[src/rtl/cycle_ctrl_if.sv]
// Machine-cycle sequencer bus: phase/control inputs and
// state/status outputs of the 5401 cycle controller.
interface cycle_ctrl_if #(
  parameter int CNT_W = 8
);
  logic             CLK1;
  logic             RDY;
  logic             LONG;
  logic             HALT_REQ;
  logic             STEP;
  logic [2:0]       STATE;
  logic             SYNC;
  logic             HALT_ACK;
  logic [3:0]       WAITS;
  logic [CNT_W-1:0] RETIRED;

  modport master (
    output CLK1,
    output RDY,
    output LONG,
    output HALT_REQ,
    output STEP,
    input  STATE,
    input  SYNC,
    input  HALT_ACK,
    input  WAITS,
    input  RETIRED
  );

  modport slave (
    input  CLK1,
    input  RDY,
    input  LONG,
    input  HALT_REQ,
    input  STEP,
    output STATE,
    output SYNC,
    output HALT_ACK,
    output WAITS,
    output RETIRED
  );
endinterface

[src/rtl/cycle_ctrl.sv]
// 5401 machine-cycle sequencer: FETCH/DECODE/EXEC/WB stepping
// on CLK1 rising edges, with wait states, halt and single-step.
module cycle_ctrl #(
  parameter int CNT_W = 8
) (
  input logic        CLK,
  input logic        RST,
  cycle_ctrl_if.slave bus
);

  typedef enum logic [2:0] {
    RESET   = 3'b000,
    FETCH   = 3'b001,
    DECODE  = 3'b010,
    EXEC1   = 3'b011,
    EXEC2   = 3'b100,
    WB      = 3'b101,
    HALTED  = 3'b110,
    ILLEGAL = 3'b111
  } state_t;

  state_t           state;
  state_t           stateNxt;
  logic             clk1Q;
  logic             stepQ;
  logic             longQ;
  logic             stepPend;
  logic             sync;
  logic             haltAck;
  logic [3:0]       waits;
  logic [CNT_W-1:0] retired;

  logic adv;
  logic stepEdge;
  logic enterFetch;

  // CLK1 is only a qualifier; one strobe per rising edge
  assign adv      = bus.CLK1 & ~clk1Q;
  assign stepEdge = bus.STEP & ~stepQ;

  always_comb begin
    stateNxt = state;
    if (adv) begin
      unique case (state)
        RESET:   stateNxt = FETCH;
        FETCH:   stateNxt = bus.RDY ? DECODE : FETCH;
        DECODE:  stateNxt = EXEC1;
        EXEC1:   stateNxt = longQ ? EXEC2 : WB;
        EXEC2:   stateNxt = WB;
        WB:      stateNxt = bus.HALT_REQ ? HALTED : FETCH;
        HALTED: begin
          if (!bus.HALT_REQ || stepPend || stepEdge)
            stateNxt = FETCH;
        end
        ILLEGAL: stateNxt = FETCH;
      endcase
    end
  end

  assign enterFetch = adv & (stateNxt == FETCH) & (state != FETCH);

  always_ff @(posedge CLK or negedge RST) begin
    if (!RST) begin
      state   <= RESET;
      clk1Q   <= 1'b0;
      stepQ   <= 1'b0;
      sync    <= 1'b0;
      haltAck <= 1'b0;
    end else begin
      state   <= stateNxt;
      clk1Q   <= bus.CLK1;
      stepQ   <= bus.STEP;
      sync    <= enterFetch;
      haltAck <= (stateNxt == HALTED);
    end
  end

  always_ff @(posedge CLK or negedge RST) begin
    if (!RST) begin
      longQ <= 1'b0;
    end else if (adv && state == DECODE) begin
      longQ <= bus.LONG;
    end
  end

  // WAITS survives DECODE..WB so debug can read the last fetch
  always_ff @(posedge CLK or negedge RST) begin
    if (!RST) begin
      waits <= 4'd0;
    end else if (enterFetch) begin
      waits <= 4'd0;
    end else if (adv && state == FETCH && !bus.RDY
                 && waits != 4'd15) begin
      waits <= waits + 4'd1;
    end
  end

  always_ff @(posedge CLK or negedge RST) begin
    if (!RST) begin
      retired <= '0;
    end else if (adv && state == WB) begin
      retired <= retired + CNT_W'(1);
    end
  end

  // A step coinciding with the releasing adv is consumed directly
  always_ff @(posedge CLK or negedge RST) begin
    if (!RST) begin
      stepPend <= 1'b0;
    end else if (adv && state == HALTED
                 && stateNxt == FETCH) begin
      stepPend <= 1'b0;
    end else if (state == HALTED && stepEdge) begin
      stepPend <= 1'b1;
    end
  end

  assign bus.STATE    = state;
  assign bus.SYNC     = sync;
  assign bus.HALT_ACK = haltAck;
  assign bus.WAITS    = waits;
  assign bus.RETIRED  = retired;

endmodule

[src/flat_wrapper.sv]
// flat-port wrapper written by rule: the top's interface ports become plain ports
module cycle_ctrl_flat 
#(
  parameter int CNT_W = 8
)
  (CLK, RST, bus_CLK1, bus_RDY, bus_LONG, bus_HALT_REQ, bus_STEP, bus_STATE, bus_SYNC, bus_HALT_ACK, bus_WAITS, bus_RETIRED);
  cycle_ctrl_if #(.CNT_W(CNT_W)) bus_i ();
  input logic CLK;
  input logic RST;
  input wire logic [$bits(bus_i.CLK1)-1:0] bus_CLK1;
  input wire logic [$bits(bus_i.RDY)-1:0] bus_RDY;
  input wire logic [$bits(bus_i.LONG)-1:0] bus_LONG;
  input wire logic [$bits(bus_i.HALT_REQ)-1:0] bus_HALT_REQ;
  input wire logic [$bits(bus_i.STEP)-1:0] bus_STEP;
  output wire logic [$bits(bus_i.STATE)-1:0] bus_STATE;
  output wire logic [$bits(bus_i.SYNC)-1:0] bus_SYNC;
  output wire logic [$bits(bus_i.HALT_ACK)-1:0] bus_HALT_ACK;
  output wire logic [$bits(bus_i.WAITS)-1:0] bus_WAITS;
  output wire logic [$bits(bus_i.RETIRED)-1:0] bus_RETIRED;
  assign bus_i.CLK1 = bus_CLK1;
  assign bus_i.RDY = bus_RDY;
  assign bus_i.LONG = bus_LONG;
  assign bus_i.HALT_REQ = bus_HALT_REQ;
  assign bus_i.STEP = bus_STEP;
  assign bus_STATE = bus_i.STATE;
  assign bus_SYNC = bus_i.SYNC;
  assign bus_HALT_ACK = bus_i.HALT_ACK;
  assign bus_WAITS = bus_i.WAITS;
  assign bus_RETIRED = bus_i.RETIRED;
  cycle_ctrl #(.CNT_W(CNT_W)) u_core (.CLK(CLK), .RST(RST), .bus(bus_i));
endmodule
[config.mk]
export PLATFORM = sky130hd
export DESIGN_NAME = cycle_ctrl_flat
export DESIGN_NICKNAME = d
export VERILOG_FILES = /design/src/rtl/cycle_ctrl_if.sv /design/src/rtl/cycle_ctrl.sv /design/src/flat_wrapper.sv
export SDC_FILE = /design/constraint.sdc
export NUM_CORES = 1
export LEC_CHECK = 0
export CAP_MARGIN = 20
export CORE_UTILIZATION = 53
export CTS_BUF_LIST = sky130_fd_sc_hd__clkbuf_8
export DETAILED_ROUTE_END_ITERATION = 16
export PLACE_DENSITY = 0.84
export SYNTH_ARGS = -nofsm -noshare
export SYNTH_HDL_FRONTEND = slang
export SYNTH_SLANG_ARGS = --single-unit
[constraint.sdc]
create_clock -name CLK -period 3.2 [get_ports CLK]
set_input_delay 0.48 -clock CLK [delete_from_list [all_inputs] [get_ports CLK]]
set_output_delay 0.48 -clock CLK [all_outputs]
set_load 0.01 [all_outputs]
==> summary.md <==
| Metric | Value |
|---|---|
| Largest net degree at the start of global routing | `22` |
| RSZ-0062 raised after global routing | `no` |
| Cell Chain, Critical Path | `clkdlybuf4s50_1` |
| Die area | `2110 um2` |
| CP max-delay cell | `dfrtp_1` |
| Layout Utilization | `between 70 and 80%` |
| Sw frac | `35.0%` |
| Worst Path Arrival | `1.53 ns` |
| Final nets | `roughly 130` |
| Non-filler cells, final | `143` |
| Post-Syn Area | `~1000 um2` |
| Initial antenna violation count | `0` |
| Syn Nets | `103` |
| Clk slew on worst S/H paths | `around 0.080 ns` |
| Max FO, Critical Path | `15` |
| RePlAce Congestion | `approximately 0.75` |
| WL/cell | `~14 um` |
| Port buffer count | `23` |
| Pwr Total | `just over 900 uW` |
| Num CTS Buffers | `3` |
| Max incr delay on CP | `between 0.6 and 0.7 ns` |
| Root buffer cell | `clkbuf_8` |
| Site Rows | `15` |
| Setup bufs post-CTS | `0` |
| # DRC | `0` |
| Gr ovfl total | `0` |
| Layout cell share with drive strength beyond 1 | `a little under a tenth` |
| Synth top area cells | `dfrtp_1, xnor2_1, nor2b_1` |
| Fmax | `between 0.4 and 0.5 GHz` |
| Tcrit/Tclk final | `between 60% and 70%` |
| Setup tns final | `0 ns` |
| Die width | `roughly 46 um` |
| Synth warnings | `0` |
| Slew Limit Fails | `0` |
| # fillers | `between 100 and 150` |
| WP data required | `approximately 2.7 ns` |
| Final Hold Vio Count | `0` |
| Hold buffer count at cts | `0` |
| Ant diodes | `0` |
| Vias per cell | `5.55` |
| Adder-cell share of the synthesized area | `2.44%` |
| PD cells | `approximately 700 nW/um2` |
| Relative slew slack | `38.0%` |
| Die Y-Extent | `about 46 um` |
| CTS resizes | `0` |
| Drt pass-1 iters | `4` |
| Via Count | `~790` |
| Routed WL | `between 1500 and 2000 um` |
| Starting Density | `58.1%` |
| Post-route ant nets | `0` |
| Reported net switching power | `between 300 and 400 uW` |
| Reg power frac | `a little under half` |
| VDD IR max | `roughly 0.42 mV` |
| Logic gate share of total power | `between 30% and 40%` |
| Area share of the largest cell type after synthesis | `51.3%` |
| Vias in the first global route | `roughly 790` |
| GRT Total Usage | `around 22%` |
| Placed instance count | `about 140` |
| Synth Area in Simple Gates | `a little under a quarter` |
| DRT iter0 DRCs | `20` |
| Crit path launch type | `flip-flop` |
| First-pass GRT wire length | `roughly 3400 um` |
| CP endpoint kind | `output pin` |
| Hold crit path type | `flip-flop to flip-flop` |
| Status | `completed` |
| Final min period | `~2.0 ns` |
| H-tree Lvls | `1` |
| Yosys cell types | `37` |
| R2r setup slk | `approximately 1.6 ns` |
| CTS Buffer Depth | `2` |
| Worst Skew | `0.00224 ns` |
| CTS Sinks | `21` |
| Leading area contributor after synthesis | `dfrtp_1` |
| Leakage | `roughly 0.00055 uW` |
| Seq cells post-synth | `21` |
| Crit path max-delay family | `flip-flops` |
| Number of setup violations in the final report | `0` |
| Post-synthesis sequential area ratio | `51.3%` |
| Post-synthesis cell count | `94` |
| Compound-Gate Fraction of Synth Area | `around 11%` |
| Core area | `between 1500 and 2000 um2` |
| Largest family of logic cells by synthesized area | `simple AND/OR/NAND/NOR gates` |
| Internal power | `around 600 uW` |
| Latest clock arrival within the worst-skew pair | `between 0.2 and 0.3 ns` |
| MaxCap Viol Count | `0` |
| I/O pin count | `24` |
| CTS tree | `yes` |
| Post-synthesis mux area share | `2.20%` |
| Syn Area/Cell | `between 10 and 15 um2` |
| Post-DP HPWL | `approximately 1500 um` |
| WP buf/inv | `1` |
| Kind of critical path | `flip-flop to output pin` |
| Clk pwr share | `about 18%` |
| Hold slack | `0.470 ns` |
| Area Growth Syn to Fin | `28.0%` |
| Post-synthesis xor/xnor area fraction | `between 6 and 7%` |
| Worst slew pin tran | `0.926 ns` |
## cells in the final DEF, fill, tap and decap left out, types with 2 or more instances in the layout
cell type | Yosys | final
nand2b_1 | 3 | 3
inv_1 | 2 | 2
xor2_1 | 2 | 2
xnor2_1 | 6 | 6
a21oi_1 | 6 | 6
mux2_2 | 2 | 2
o21ai_0 | 3 | 3
and3_1 | 2 | 2
nand3_1 | 6 | 6
nor3_1 | 2 | 2
ha_1 | 2 | 2
dfrtp_1 | 21 | 21
clkbuf_8 | 0 | 3
nor2b_1 | 5 | 5
clkdlybuf4s50_1 | 0 | 23
nand2_1 | 6 | 6
nor2_1 | 3 | 3
## metrics by stage
stage	cell area [um2]	worst slack [ns]
floorplan	1020	1.73
global placement	1260	1.16
detailed placement	1260	1.13
CTS	1310	1.18
global route	1310	1.12
finish	1310	1.19
## path summary, 6_finish.rpt
kind | startpoint | depth (start not counted) | endpoint
max | u_core.bus.STATE[2] | 1 | bus_STATE[2]
min | u_core.bus.RETIRED[7] | 1 | u_core.bus.RETIRED[7]
max reg2reg | u_core.bus.STATE[2] | 4 | u_core.bus.WAITS[3]
min reg2reg | u_core.bus.RETIRED[7] | 1 | u_core.bus.RETIRED[7]
min in group asynchronous | RST | 1 | u_core.stepPend
max in group asynchronous | RST | 1 | u_core.bus.RETIRED[5]
## logic make-up after synthesis
logic type | count (synthesis)
AOI/OAI and AO/OA | 18
xor gates and xnor gates | 8
adders and majority gates | 2
buffers and inverters | 5
DFF | 21
muxes | 2
and+or+nand+nor | 38
## cells in the mapped netlist
master     count
dfrtp_1       21
nand2b_1       3
o21a_1         1
nor3_4         1
a31oi_1        1
a311oi_1       1
and4bb_2       1
a21oi_2        1
buf_6          1
o2bb2ai_1      1
nor4b_1        1
or2_2          1
nor3_1         2
nor2_1         3
o21bai_1       1
xnor2_1        6
and3_1         2
o211ai_1       1
nor2b_1        5
o311ai_1       1
nand4_1        1
nand3_1        6
nor4_1         1
o21ai_0        3
buf_2          2
a21oi_1        6
and2b_1        1
a221oi_1       1
inv_1          2
xor2_1         2
nand2_1        6
or3_1          1
ha_1           2
mux2_2         2
nand4_2        1
nand3b_1       1
and4_1         1
## power by group through the flow
stage,registers (uW),clock network (uW),logic (uW)
4_1_cts,438,173,315
6_report,439,170,313
3_3_place_gp,439,0,306
5_1_grt,456,180,345
2_1_floorplan,413,0,200
3_5_place_dp,444,0,312
## state kept, by name (all words and copies together) (netlist names)
| register | count |
|---|---|
| u_core.bus.HALT_ACK | 1 |
| u_core.bus.RETIRED | 8 |
| u_core.bus.STATE | 3 |
| u_core.bus.SYNC | 1 |
| u_core.bus.WAITS | 4 |
| u_core.clk1Q | 1 |
| u_core.longQ | 1 |
| u_core.stepPend | 1 |
| u_core.stepQ | 1 |
## layer usage
layer  vias to the layer above  part of all wire (%)  global-route usage, %
met3                         2                   4.2                   2.78
met4                         0                  0.50                   7.06
li1                        385                     -                      -
met1                       386                    46                   28.6
met2                        21                    50                   38.9
met5                         -                     0                      0
## final cells by class
| type | instances | area [um2] | area share (%) |
|---|---|---|---|
| Clock buffer | 3 | 41.3 | 3.15 |
| Timing Repair Buffer | 23 | 230 | 17.6 |
| Inverter | 2 | 7.51 | 0.573 |
| Tap cell | 25 | 31.3 | 2.39 |
| Multi-Input combinational cell | 68 | 470 | 35.9 |
| Sequential cell | 21 | 526 | 40.1 |
| Clock inverter | 1 | 5.00 | 0.382 |
Note: power is estimated with default switching activity, not from simulation.
